## src/rtl/serial_adder.sv

```systemverilog
// serial_adder: bit-serial two's-complement adder.
// One fullAdder cell is shared over WIDTH clocks; operand bits are fed to it
// LSB-first, the carry is registered between cycles, and the returned sum bits
// are assembled into a parallel result.
//
// Ports:
//   clk       rising-edge clock
//   reset     asynchronous, active-high reset
//   in_start  request to begin an addition (accepted in IDLE or DONE)
//   in_a      operand A, captured on an accepted start
//   in_b      operand B, captured on an accepted start
//   in_cin    carry-in, captured on an accepted start
//   out_busy  high while an addition is in progress
//   out_done  one-cycle pulse when the result registers have just updated
//   out_sum   result of the last completed addition
//   out_cout  carry out of the MSB of the last completed addition
//   out_ovf   signed overflow of the last completed addition

module fullAdder (
  input  logic a,
  input  logic b,
  input  logic cin,
  output logic s,
  output logic cout
);
  assign s    = a ^ b ^ cin;
  assign cout = (a & b) | (a & cin) | (b & cin);
endmodule

module serial_adder #(
  parameter int unsigned WIDTH = 8
) (
  input  logic             clk,
  input  logic             reset,
  input  logic             in_start,
  input  logic [WIDTH-1:0] in_a,
  input  logic [WIDTH-1:0] in_b,
  input  logic             in_cin,
  output logic             out_busy,
  output logic             out_done,
  output logic [WIDTH-1:0] out_sum,
  output logic             out_cout,
  output logic             out_ovf
);

  localparam int unsigned CW = (WIDTH > 2) ? $clog2(WIDTH) : 1;
  localparam logic [CW-1:0] LAST_CNT = CW'(WIDTH - 1);
  localparam logic [CW-1:0] MSB_CNT  = CW'(WIDTH - 2);

  typedef enum logic [1:0] {
    IDLE,
    RUN,
    DONE
  } state_t;

  state_t           r_state;
  logic [WIDTH-1:0] r_a_sh;
  logic [WIDTH-1:0] r_b_sh;
  // Holds only the upper WIDTH-1 bits of the sum shift register: the bit that
  // would fall off the bottom on the final shift is never observed.
  logic [WIDTH-2:0] r_s_sh;
  logic             r_carry;
  logic             r_msb_cin;
  logic [CW-1:0]    r_cnt;
  logic [WIDTH-1:0] r_sum;
  logic             r_cout;
  logic             r_ovf;
  logic             r_busy;
  logic             r_done;

  logic w_s;
  logic w_c;
  logic w_accept;

  fullAdder u_fa (
    .a    (r_a_sh[0]),
    .b    (r_b_sh[0]),
    .cin  (r_carry),
    .s    (w_s),
    .cout (w_c)
  );

  assign w_accept = in_start && (r_state != RUN);

  always_ff @(posedge clk or posedge reset) begin
    if (reset) begin
      r_state   <= IDLE;
      r_a_sh    <= '0;
      r_b_sh    <= '0;
      r_s_sh    <= '0;
      r_carry   <= 1'b0;
      r_msb_cin <= 1'b0;
      r_cnt     <= '0;
      r_sum     <= '0;
      r_cout    <= 1'b0;
      r_ovf     <= 1'b0;
      r_busy    <= 1'b0;
      r_done    <= 1'b0;
    end else if (r_state == RUN) begin
      r_a_sh  <= r_a_sh >> 1;
      r_b_sh  <= r_b_sh >> 1;
      r_s_sh  <= (r_s_sh >> 1) | ((WIDTH-1)'(w_s) << (WIDTH - 2));
      r_carry <= w_c;
      r_cnt   <= r_cnt + CW'(1);
      if (r_cnt == MSB_CNT) begin
        r_msb_cin <= w_c;
      end
      if (r_cnt == LAST_CNT) begin
        r_sum   <= {w_s, r_s_sh};
        r_cout  <= w_c;
        r_ovf   <= r_msb_cin ^ w_c;
        r_state <= DONE;
        r_busy  <= 1'b0;
        r_done  <= 1'b1;
      end
    end else if (w_accept) begin
      r_a_sh  <= in_a;
      r_b_sh  <= in_b;
      r_carry <= in_cin;
      r_cnt   <= '0;
      r_s_sh  <= '0;
      r_state <= RUN;
      r_busy  <= 1'b1;
      r_done  <= 1'b0;
    end else begin
      r_state <= IDLE;
      r_busy  <= 1'b0;
      r_done  <= 1'b0;
    end
  end

  assign out_busy = r_busy;
  assign out_done = r_done;
  assign out_sum  = r_sum;
  assign out_cout = r_cout;
  assign out_ovf  = r_ovf;

endmodule

```

## config.mk

```make
export PLATFORM = sky130hd
export DESIGN_NAME = serial_adder
export DESIGN_NICKNAME = d
export VERILOG_FILES = /design/src/rtl/serial_adder.sv
export SDC_FILE = /design/constraint.sdc
export NUM_CORES = 1
export LEC_CHECK = 0
export CORE_ASPECT_RATIO = 2
export CORE_MARGIN = 4
export CORE_UTILIZATION = 52
export DETAILED_ROUTE_END_ITERATION = 16
export GPL_TIMING_DRIVEN = 1
export PLACE_DENSITY = 0.82
export SLEW_MARGIN = 20
export SYNTH_ARGS = -nofsm -noshare
export SYNTH_HDL_FRONTEND = slang
export SYNTH_SLANG_ARGS = --single-unit
```

## constraint.sdc

```tcl
create_clock -name clk -period 1.78 [get_ports clk]
set_input_delay 0.356 -clock clk [delete_from_list [all_inputs] [get_ports clk]]
set_output_delay 0.356 -clock clk [all_outputs]
set_load 0.05 [all_outputs]
```

Word-level counts from Yosys, hierarchy flattened
Cells that the tools add are included.
Operators by class
  add/subtract/negate cells: 1
  equality and inequality tests: 5
  muxes and demuxes: 18
  bitwise logic cells: 9
  reduce and logical (&&, ||, !) cells: 4
Operator list (number)
  $mux W8: 4
  $mux W7: 2
  $mux W1: 8
  $or A6 B7 Y7: 1
  $eq A3 B3 Y1 const B: 2
  $mux W3: 2
  $mux W2: 2
  $ne A2 B1 Y1 const B: 2
  $reduce_and A2 Y1: 2
  $add A3 B1 Y3 const B: 1
  $and A1 B1 Y1: 3
  $xor A1 B1 Y1: 3
  $eq A2 B1 Y1 const B: 1
  $or A1 B1 Y1: 2
  $reduce_bool A2 Y1: 1
  $logic_and A1 B1 Y1: 1
Word-level totals
  register bits after elaboration: 42
  bits of input ports: 20
  output and inout bits: 12
  word-level logic and storage cells: 49

Logic depth before layout (Yosys ltp)
  depth after elaboration: 4
  mapped depth: 5

Cells and area by module
Synthesis repeated with hierarchy kept, for this count alone.
Unflattened totals
  cell total of the unflattened synthesis: 125
  area, all modules: 1898.1 um2
Modules (own cells, without submodules)
  serial_adder: times used 1, cells an instance 124, area each 1878.1 um2, seq. area each 1001.0 um2
  fullAdder: times used 1, cells an instance 1, area each 20.0 um2, seq. area each 0.0 um2

Worst setup path after synthesis
Ideal clock, no wire load.
  kind: flip-flop to flip-flop
  start: register, netlist name out_done
  end: register r_s_sh[5]
  library setup time: 0.125 ns
  arrival: 1.454 ns
  data required time: 1.655 ns
  setup slack: 0.201 ns
  stages on the path, launching flop included: 5
  path buffers: 2
  cell sequence: dfrtp_1 -> nand2b_1 -> buf_4 -> buf_6 -> mux2_2
RTL lines
  end signal: assignment: line 102  | r_s_sh <= (r_s_sh >> 1) | ((WIDTH-1)'(w_s) << (WIDTH - 2));
  end: declaration: line 61  | logic [WIDTH-2:0] r_s_sh;

Worst setup path in the final report
  start: register r_cnt[0]
  end: register r_sum[3], in the netlist out_sum[3]
On the way
  longest elaborated chain between the ends: 2
RTL lines
  start: declaration: line 64  | logic [CW-1:0] r_cnt;
  start signal: assignment: line 104  | r_cnt <= r_cnt + CW'(1);
  $eq A3 B3 Y1: line 108  | if (r_cnt == LAST_CNT) begin
  $reduce_and A2 Y1 (no line)
  end signal: assignment: line 109  | r_sum <= {w_s, r_s_sh};
  end: declaration: line 65  | logic [WIDTH-1:0] r_sum;
No other way between the ends.
A chain may end at the register's enable or synchronous reset.

==> metrics.txt <==
YS warnings=0; Gate Count Post-Synth=about 130; Max Root-Sink Buffers=2; pin count of the biggest net entering global routing=41; Critical Path End Type=register; leakage power=1.12 nW; worst hold path class=input pin to async pin; CP Data Required Time=approximately 2.0 ns; DR iter-0 viols=13; final setup vio count=0; area leader, netlist=dfrtp_1; hold-fix buffers at CTS=0; slowest stage delay, CP=around 0.4 ns; area added between synthesis and finish=21.8%; max_slew headroom=0.668; CORE AREA=3450 sq um; CTS tree=built; worst r2r path cells=5; Congestion Overflow GR=0; Crit Path Max Fanout=11; GRT met1 Usage=0.183; Slew @ Worst Pin=between 0.4 and 0.5 ns; RSZ-0062 raised after global routing=false; r2r endpoint=out_sum[3]$_DFFE_PP0P_; layout net count=around 190; n_diodes=0; I/O pin total=32; Max rail drop VDD=just under 0.9 mV; final period utilization=0.876; Post-CTS Setup Bufs=0; clk_skew=0.00858 ns; Synthesized Nets=150; Root Driver=clkbuf_8; register bit count reported by yosys=40; hpwl dp=about 2.5 mm; Compound-Gate Fraction of Synth Area=0; buffers plus inverters on the worst setup path=1; CP arrival=1.73 ns; Setup crit start=r_cnt[0]$_DFFE_PP0P_; die height=roughly 94 microns; CTS Sinks=40; mux cell area share after synthesis=0.344; largest family of logic cells by synthesized area=multiplexers; post-CTS resize count=0; sequential area share after synthesis=0.525; Power Dens Cells=around 1700 nW/um^2; first-pass GRT wire length=~5.9 mm; Simple-Gate Fraction of Synth Area=0.0518; share of cells above drive strength 1=0.454; GRT busiest layer=met2; top post-synthesis cells by area=dfrtp_1 (52%), mux2_2 (21%), mux2_4 (11%); via count=~1.1k; DRT Wirelength=3.40 mm; mean post-synth cell area=15.1 sq um; M2 GR Usage=0.290; vias per cell=about 5; crit path to=out_sum[3]$_DFFE_PP0P_; Hold Slack=around 0.50 ns; Post-Synth XOR/XNOR Area=0.00459; max cap viols=0; initial antenna violation count=0; commonest non-fill, non-tap cells in the layout=dfrtp_1 (40), mux2_2 (36), clkdlybuf4s50_1 (19); Cell Area, Synth=around 1900 sq um; TritonCTS Buffers=5; total die area=roughly 4800 sq um; ANT nets after route=0; type of the worst setup path=register to register; most common cell after layout, fill and taps aside=dfrtp_1; Finished Cell Area=approximately 2300 sq um; post-layout min period=1.56 ns; Initial Utilization=0.553; Synth top area share=0.525; PnR Total Power=3.84 mW; status=complete, no violations; fmax=0.641 GHz; r2r setup slk=0.22 ns; Site Rows=30; area share of fa/ha/maj cells after synthesis=0.0302; Startpoint Class=register; GRT Resource Usage Total=0.166; Critical Path Stages=5; crit-path cells=ha_1 -> ha_1 -> nand3b_1 -> buf_12 -> mux2_2; Clock Pin Slew Worst Setup and Hold Paths=approximately 0.070 ns; WL/cell=between 15 and 20 microns; drt pass-1 iters=3; H-tree depth=2; worst-skew pair later-pin latency=between 0.2 and 0.3 ns; die span in x=about 51 microns; met3 usage=0.0477; vias in the first global route=1273; synth unique cells=17; Slew Limit Fails=0; Port Buffers=31; placed inst area=around 2200 sq um; Critical Path Most Common Cell=ha_1; crit path max-delay cell type=dfrtp_1; Remaining DRCs=0; CP delay by family, top=adder cells; GP Congestion=between 0.7 and 0.8; final hold violations=0; fill cell count=between 200 and 300; Critical R2R Launch=r_cnt[0]$_DFFE_PP0P_
==> metal layers <==
layer	vias up	wire (microns)
li1	501	-
met1	539	1350
met2	25	1840
met3	6	138
met4	0	66
met5	-	0
==> logic make-up after synthesis <==
| logic type | count (synthesis) |
|---|---|
| AND/OR/NAND/NOR | 16 |
| adder cells (fa/ha/maj) | 4 |
| buffers and inverters | 11 |
| XOR/XNOR | 1 |
| flip-flops | 40 |
| multiplexers | 54 |
==> sequential cells by signal, summed over array words and instances (netlist names), 3 cells and up <==
name	count
out_sum	8
r_a_sh	8
r_b_sh	8
r_s_sh	7
r_cnt	3
==> final cells by class <==
| type | count | area, sq um | share of cell area |
|---|---|---|---|
| Clock buffer | 6 | 72.6 | 0.0312 |
| Clock inverter | 1 | 5.00 | 0.00215 |
| Inverter | 4 | 15.0 | 0.00646 |
| Multi-Input combinational cell | 75 | 821 | 0.353 |
| Sequential cell | 40 | 1000 | 0.431 |
| Tap cell | 48 | 60.1 | 0.0258 |
| Timing Repair Buffer | 37 | 350 | 0.151 |
==> report_power, final <==
group | total, mW | switching [mW] | leakage, nW | internal, mW
Clock | 0.557 | 0.290 | 0.0410 | 0.266
Sequential | 1.51 | 0.232 | 0.512 | 1.28
Combinational | 1.77 | 0.859 | 0.563 | 0.909
==> how the worst min path moves through the flow <==
stage	startpoint	end	slack [ns]	cells past startpoint
2_1_floorplan	r_s_sh[0]$_DFFE_PP0P_	out_sum[0]$_DFFE_PP0P_	0.47	1
3_3_place_gp	r_s_sh[0]$_DFFE_PP0P_	out_sum[0]$_DFFE_PP0P_	0.48	1
3_5_place_dp	r_b_sh[2]$_DFFE_PP0P_	r_b_sh[1]$_DFFE_PP0P_	0.50	1
4_1_cts	r_b_sh[7]$_DFFE_PP0P_	r_b_sh[6]$_DFFE_PP0P_	0.51	1
5_1_grt	out_sum[2]$_DFFE_PP0P_	out_sum[2]$_DFFE_PP0P_	0.53	1
6_report	reset	out_ovf$_DFFE_PP0P_	0.50	3
==> cell usage after synthesis <==
library cell,number
dfrtp_1,40
buf_6,3
mux2i_1,4
mux2_2,36
ha_1,3
buf_12,1
fa_1,1
inv_1,4
buf_2,2
buf_4,1
nand4b_1,1
xor2_1,1
nand3b_1,1
mux2_4,14
nand2b_1,3
nor2b_1,9
nor2_1,2
==> tightest hold or removal path, cell delays in order <==
cell,delay (ns)
clkdlybuf4s50_1,0.40
inv_1,0.06
buf_4,0.42
==> metrics by stage <==
stage | instances | setup TNS, ns | setup WS [ns] | utilization
after floorplan | 126 | 0 | 0.201 | -
after global placement | 204 | 0 | 0.0211 | 0.651
after detailed placement | 204 | -0.00480 | -0.00480 | 0.651
after CTS | 211 | 0 | 0.203 | 0.673
after global routing | 211 | 0 | 0.151 | 0.673
final | 211 | 0 | 0.220 | 0.673
(Power assumes the default switching activity.)
